## config.mk

```make
export PLATFORM = sky130hd
export DESIGN_NAME = qpsk_symbol_mapper
export DESIGN_NICKNAME = d
export VERILOG_FILES = /design/src/rtl/sdr_pkg.sv /design/src/rtl/qpsk_symbol_mapper.sv
export SDC_FILE = /design/constraint.sdc
export NUM_CORES = 1
export LEC_CHECK = 0
export CAP_MARGIN = 20
export CORE_MARGIN = 2
export CORE_UTILIZATION = 27
export CTS_CLUSTER_SIZE = 28
export DETAILED_ROUTE_END_ITERATION = 10
export GPL_TIMING_DRIVEN = 0
export PLACE_DENSITY = 0.55
export SLEW_MARGIN = 20
export SYNTH_ARGS = -nofsm -noshare
export SYNTH_HDL_FRONTEND = slang
export SYNTH_SLANG_ARGS = --single-unit
```

## constraint.sdc

```tcl
create_clock -name clk -period 2 [get_ports clk]
set_input_delay 0.2 -clock clk [delete_from_list [all_inputs] [get_ports clk]]
set_output_delay 0.2 -clock clk [all_outputs]
set_load 0.005 [all_outputs]
```

## src/rtl/sdr_pkg.sv

```systemverilog
// Shared definitions for the TX/RX sample path: sample width, mapper
// states and the QPSK Gray constellation.
package sdr_pkg;

   localparam int SAMPLE_W = 12;

   typedef enum logic [1:0] {
      IDLE     = 2'd0,
      PREAMBLE = 2'd1,
      DATA     = 2'd2
   } mapper_state_t;

   // Gray mapping: b1 sets the sign of I and b0 sets the sign of Q; result is {i, q}
   function automatic logic [2*SAMPLE_W-1:0] qpsk_map(
      input logic [1:0]                 dibit,
      input logic signed [SAMPLE_W-1:0] amp
   );
      logic signed [SAMPLE_W-1:0] v_i;
      logic signed [SAMPLE_W-1:0] v_q;
      v_i = dibit[1] ? -amp : amp;
      v_q = dibit[0] ? -amp : amp;
      return {v_i, v_q};
   endfunction

endpackage

```

## src/rtl/qpsk_symbol_mapper.sv

```systemverilog
// Byte-to-QPSK mapper: prepends an alternating 00/11 preamble to each frame,
// then emits four Gray-mapped dibits per byte, MSB first, into the upsampler.
module qpsk_symbol_mapper
   import sdr_pkg::*;
#(
   parameter int AMP          = 1024,
   parameter int PREAMBLE_LEN = 16
) (
   input  logic                clk,
   input  logic                rst,
   input  logic [7:0]          in_data,
   input  logic                in_last,
   input  logic                in_valid,
   output logic                in_ready,
   output logic [SAMPLE_W-1:0] out_i,
   output logic [SAMPLE_W-1:0] out_q,
   output logic                out_last,
   output logic                out_valid,
   input  logic                out_ready
);

   localparam int                         CNT_W    = $clog2(PREAMBLE_LEN);
   localparam logic [CNT_W-1:0]           CNT_LAST = CNT_W'(PREAMBLE_LEN - 1);
   localparam logic signed [SAMPLE_W-1:0] L_AMP    = SAMPLE_W'(AMP);

   mapper_state_t         r_state;
   logic [7:0]            r_byte;
   logic                  r_last;
   logic                  r_full;
   logic [1:0]            r_idx;
   logic [CNT_W-1:0]      r_cnt;
   logic [SAMPLE_W-1:0]   r_out_i;
   logic [SAMPLE_W-1:0]   r_out_q;
   logic                  r_out_last;
   logic                  r_out_valid;

   mapper_state_t         w_state_nxt;
   logic [7:0]            w_byte_nxt;
   logic                  w_last_nxt;
   logic                  w_full_nxt;
   logic [1:0]            w_idx_nxt;
   logic [CNT_W-1:0]      w_cnt_nxt;
   logic                  w_load;
   logic                  w_clear;
   logic [1:0]            w_load_dibit;
   logic                  w_load_last;
   logic [2*SAMPLE_W-1:0] w_sym;
   logic                  w_in_ready;
   logic                  w_cons;
   logic                  w_accept;
   logic [1:0]            w_idx_inc;

   function automatic logic [1:0] dibit_of(input logic [7:0] b, input logic [1:0] idx);
      case (idx)
         2'd0:    dibit_of = b[7:6];
         2'd1:    dibit_of = b[5:4];
         2'd2:    dibit_of = b[3:2];
         default: dibit_of = b[1:0];
      endcase
   endfunction

   // Accepting while dibit 3 drains lets the next byte follow with no bubble
   assign w_in_ready = (r_state == IDLE) ||
                       ((r_state == DATA) && !r_last &&
                        (!r_full || (r_out_valid && out_ready && (r_idx == 2'd3))));
   assign w_cons     = r_out_valid & out_ready;
   assign w_accept   = in_valid & w_in_ready;
   assign w_idx_inc  = r_idx + 2'd1;
   assign w_sym      = qpsk_map(w_load_dibit, L_AMP);

   // Next-state and output-register load decisions
   always_comb begin
      w_state_nxt  = r_state;
      w_byte_nxt   = r_byte;
      w_last_nxt   = r_last;
      w_full_nxt   = r_full;
      w_idx_nxt    = r_idx;
      w_cnt_nxt    = r_cnt;
      w_load       = 1'b0;
      w_clear      = 1'b0;
      w_load_dibit = 2'b00;
      w_load_last  = 1'b0;
      case (r_state)
         IDLE: begin
            if (w_accept) begin
               w_state_nxt = PREAMBLE;
               w_byte_nxt  = in_data;
               w_last_nxt  = in_last;
               w_full_nxt  = 1'b1;
               w_idx_nxt   = 2'd0;
               w_cnt_nxt   = '0;
            end else begin
               w_state_nxt = IDLE;
            end
         end
         PREAMBLE: begin
            if (!r_out_valid) begin
               w_load       = 1'b1;
               w_load_dibit = {2{r_cnt[0]}};
            end else if (w_cons) begin
               w_load = 1'b1;
               if (r_cnt == CNT_LAST) begin
                  w_state_nxt  = DATA;
                  w_idx_nxt    = 2'd0;
                  w_load_dibit = r_byte[7:6];
               end else begin
                  w_cnt_nxt    = r_cnt + CNT_W'(1);
                  w_load_dibit = {2{~r_cnt[0]}};
               end
            end else begin
               w_load = 1'b0;
            end
         end
         DATA: begin
            if (w_cons) begin
               if (r_idx != 2'd3) begin
                  w_idx_nxt    = w_idx_inc;
                  w_load       = 1'b1;
                  w_load_dibit = dibit_of(r_byte, w_idx_inc);
                  w_load_last  = r_last && (w_idx_inc == 2'd3);
               end else if (r_last) begin
                  w_state_nxt = IDLE;
                  w_full_nxt  = 1'b0;
                  w_idx_nxt   = 2'd0;
                  w_clear     = 1'b1;
               end else if (w_accept) begin
                  w_byte_nxt   = in_data;
                  w_last_nxt   = in_last;
                  w_idx_nxt    = 2'd0;
                  w_load       = 1'b1;
                  w_load_dibit = in_data[7:6];
               end else begin
                  w_full_nxt = 1'b0;
                  w_idx_nxt  = 2'd0;
                  w_clear    = 1'b1;
               end
            end else if (!r_out_valid && r_full) begin
               w_load       = 1'b1;
               w_load_dibit = dibit_of(r_byte, r_idx);
               w_load_last  = r_last && (r_idx == 2'd3);
            end else if (!r_out_valid && w_accept) begin
               w_byte_nxt = in_data;
               w_last_nxt = in_last;
               w_full_nxt = 1'b1;
               w_idx_nxt  = 2'd0;
            end else begin
               w_load = 1'b0;
            end
         end
         default: begin
            w_state_nxt = IDLE;
            w_full_nxt  = 1'b0;
            w_clear     = 1'b1;
         end
      endcase
   end

   // State, byte holding register and registered symbol outputs
   always_ff @(posedge clk or posedge rst) begin
      if (rst) begin
         r_state     <= IDLE;
         r_byte      <= 8'h00;
         r_last      <= 1'b0;
         r_full      <= 1'b0;
         r_idx       <= 2'd0;
         r_cnt       <= '0;
         r_out_i     <= '0;
         r_out_q     <= '0;
         r_out_last  <= 1'b0;
         r_out_valid <= 1'b0;
      end else begin
         r_state <= w_state_nxt;
         r_byte  <= w_byte_nxt;
         r_last  <= w_last_nxt;
         r_full  <= w_full_nxt;
         r_idx   <= w_idx_nxt;
         r_cnt   <= w_cnt_nxt;
         if (w_load) begin
            r_out_i     <= w_sym[2*SAMPLE_W-1:SAMPLE_W];
            r_out_q     <= w_sym[SAMPLE_W-1:0];
            r_out_last  <= w_load_last;
            r_out_valid <= 1'b1;
         end else if (w_clear) begin
            r_out_i     <= '0;
            r_out_q     <= '0;
            r_out_last  <= 1'b0;
            r_out_valid <= 1'b0;
         end else begin
            r_out_valid <= r_out_valid;
         end
      end
   end

   assign in_ready  = w_in_ready;
   assign out_i     = r_out_i;
   assign out_q     = r_out_q;
   assign out_last  = r_out_last;
   assign out_valid = r_out_valid;

endmodule

```

==> out/qor.csv, run 1 <==
metric,value,unit
Worst EP arrival,1720,ps
PwrDens,910.2,nW/um^2
relative slew slack,43.16,%
Die W,85.24,um
MaxCap Viol Count,0,
Final Net Count,260,
initial antenna violation count,0,
Post-Syn Area,1782,um^2
share of layout cells above drive strength 1,26.38,%
Clock Pin Slew Worst Setup and Hold Paths,80,ps
Buffers on Ports,19,
most frequent cells in the layout,"buf_4, dfrtp_1, conb_1",
Mapped Cells,188,
required time of the worst setup path,1800,ps
setup slack after layout,80.07,ps
Reg2Reg Setup Slack,160,ps
predominant post-synthesis flop cell,dfrtp_1,
synth warn,0,
routed vias,1409,
post-route antenna net violation count,0,
Starting Density,28.06,%
startpoint type of the worst setup path,flip-flop,
"Clk Latency, worst-skew pair",260,ps
Mean Syn Cell Area,9.477,um^2
Congestion Overflow GR,0,
first-pass detailed-route iteration total,4,
Peak VDD IR,0.5266,mV
"delay-heaviest family, CP",buffers and inverters,
"commonest non-fill, non-tap cell in the layout",buf_4,
CP Cell Sequence,inv_1 > ha_1 > buf_2 > or2_4 > dlygate4sd2_1,
top cell type's share of synthesized area,30.90,%
final WL,3982,um
CTS tree,built,
clock tree sinks,22,
Max Root-Sink Buffers,2,
Synth cell types,52,
fin. max-slew vios,0,
Slew @ Worst Pin,851.6,ps
core region area,6350,um^2
Crit-path slowest cell,dfrtp_1,
Starting DRT DRC Count,98,
WL/cell,12.76,um
global-route wire length before repair,6782,um
Fin Hold WS,407.0,ps
R2R depth,7,
num ports,40,
Via density,4.516,
Seq cells post-synth,22,
Fmax,520.9,MHz
die footprint,7265,um^2
static leakage,0.001072,uW
kind of critical path,flip-flop to output port,
Final Hold Vio Count,0,
largest net degree at the start of global routing,23,
Layout area overhead,26.61,%
crit-path max FO,10,
Pwr Total,2053,uW
Die Y,85.24,um
max incr delay on CP,400,ps
Final Non-Filler Cells,312,
"Seq/Total Area, Yosys",30.90,%
Critical Path Sink Type,output port,
DR DRC count,0,
Critical path buffers and inverters,3,
final cycle utilization of the critical path,96.00,%
unrepaired setup endpoints after global routing,false,
min Tclk post-route,1920,ps
fraction of registers with async set/reset,100.0,%
Final Skew,3.968,ps
CTS H-tree lvls,1,
ranking of synthesized cells by area,"dfrtp_1, buf_4, ha_1",
CP Depth,5,
setup violators final,0,
site row count,29,
cell taking the most area after synthesis,dfrtp_1,
DPL Wire Length,3100,um
Post-CTS Hold Fix Bufs,0,
CTS root buf,clkbuf_8,
Post-synth EDFFs,0,
CTS buffer count,3,
Hold WC Path Type,input pin to asynchronous set/reset pin,
Storage cell area,550.5,um^2
Total GRT Usage,11.33,%
vias in the first global route,1410,
gpl congestion,0.8331,
antenna cell count,0,
"worst slack, placed",-133.8,ps
status,"complete, no violations",
placed insts,303,
filler instances,659,
multi-input logic area,1076,um^2
-- flip-flops by register name, summed over array words and instances, names as in the netlist --
register	flops
out_q	1
r_idx	2
out_i	2
r_state	2
r_cnt	4
r_last	1
out_last	1
r_byte	8
r_full	1
-- metal layers --
layer	GRT usage (%)	wire, um	vias up
met2	20.17	1975	40
met1	14.94	1813	651
met4	0.4329	0	0
li1	-	-	718
met5	0	0	-
met3	2.335	192	0
-- cell usage after synthesis, types with 2 or more instances --
| library cell | instances |
|---|---|
| nand2_1 | 13 |
| o311a_1 | 2 |
| nor3_1 | 2 |
| nand3_1 | 3 |
| inv_1 | 10 |
| mux2_4 | 8 |
| buf_2 | 4 |
| mux2i_1 | 2 |
| dfrtp_1 | 22 |
| a31oi_1 | 6 |
| ha_1 | 11 |
| a221oi_1 | 2 |
| xor2_1 | 2 |
| nor2b_1 | 3 |
| a22o_1 | 3 |
| o21ai_1 | 5 |
| and3_1 | 4 |
| a21oi_1 | 8 |
| nand2b_1 | 4 |
| buf_4 | 22 |
| a22oi_1 | 2 |
| o21ai_0 | 4 |
| mux2_1 | 2 |
| and2_1 | 2 |
| o2bb2ai_1 | 2 |
| a21oi_2 | 3 |
| a41oi_1 | 2 |
| nor2_1 | 8 |
| a21o_1 | 2 |
| o31ai_1 | 2 |
| a21boi_1 | 2 |
-- what timing repair did --
item | in CTS | in global routing
buffers inserted | 2 | 3
gates resized for setup | 3 | 4
hold endpoints to repair | 0 | 0
setup endpoints to repair | 1 | 3
-- per-stage QoR --
| step | util [%] | TNS, ps | instance area [um^2] |
|---|---|---|---|
| after floorplan | - | 0 | 1853 |
| after global placement | 33.69 | -253.0 | 2140 |
| after detailed placement | 33.69 | -227.5 | 2140 |
| after CTS | 34.94 | 0 | 2218 |
| after global routing | 35.53 | 0 | 2256 |
| final | 35.53 | 0 | 2256 |
-- cell type report --
cell class / count / share of cell area [%]
Tap cell: 77 / 4.271
Buffer: 28 / 9.207
Multi-Input combinational cell: 146 / 47.70
Timing Repair Buffer: 24 / 10.15
Clock buffer: 4 / 2.440
Inverter: 11 / 1.830
Sequential cell: 22 / 24.40
-- report_power, final --
part	internal (uW)	total (uW)	switching [uW]
combinational	522	988	466
clock	176	327	151
sequential	578	739	161
total	1270	2050	779
-- cells by family (layout without fill, tap and decap cells) --
logic type	after synthesis	after routing	synth area share [%]
AOI/OAI and AO/OA	52	52	21.35
xor gates and xnor gates	2	2	0.9833
adders and majority gates	11	11	7.725
buffers and inverters	39	67	13.62
DFF	22	22	30.90
muxes	13	13	9.761
other	1	20	0.2105
and+or+nand+nor	48	48	15.45
-- final timing paths --
check,start,endpoint
max,r_state[0],in_ready
max reg2reg,r_state[1],out_q[11]
min,rst,r_cnt[0]
max in group asynchronous,rst,r_byte[7]
min in group clk,in_last,r_last
min reg2reg,r_cnt[1],r_cnt[1]
Power figures use the tool's default switching activity.
==> run 2: changes to the inputs <==
--- a/config.mk
+++ b/config.mk
@@ -5,7 +5,6 @@
 export SDC_FILE = /design/constraint.sdc
 export NUM_CORES = 1
 export LEC_CHECK = 0
-export CAP_MARGIN = 20
 export CORE_MARGIN = 2
 export CORE_UTILIZATION = 27
 export CTS_CLUSTER_SIZE = 28
==> results of run 2 <==
Final layout, timing and power as in run 1 (identical DEF).
==> run 3: changes to the inputs <==
--- a/config.mk
+++ b/config.mk
@@ -7,7 +7,7 @@
 export LEC_CHECK = 0
 export CORE_MARGIN = 2
 export CORE_UTILIZATION = 27
-export CTS_CLUSTER_SIZE = 28
+export CTS_CLUSTER_SIZE = 24
 export DETAILED_ROUTE_END_ITERATION = 10
 export GPL_TIMING_DRIVEN = 0
 export PLACE_DENSITY = 0.55
==> results of run 3 <==
Final layout, timing and power as in run 1 (identical DEF).
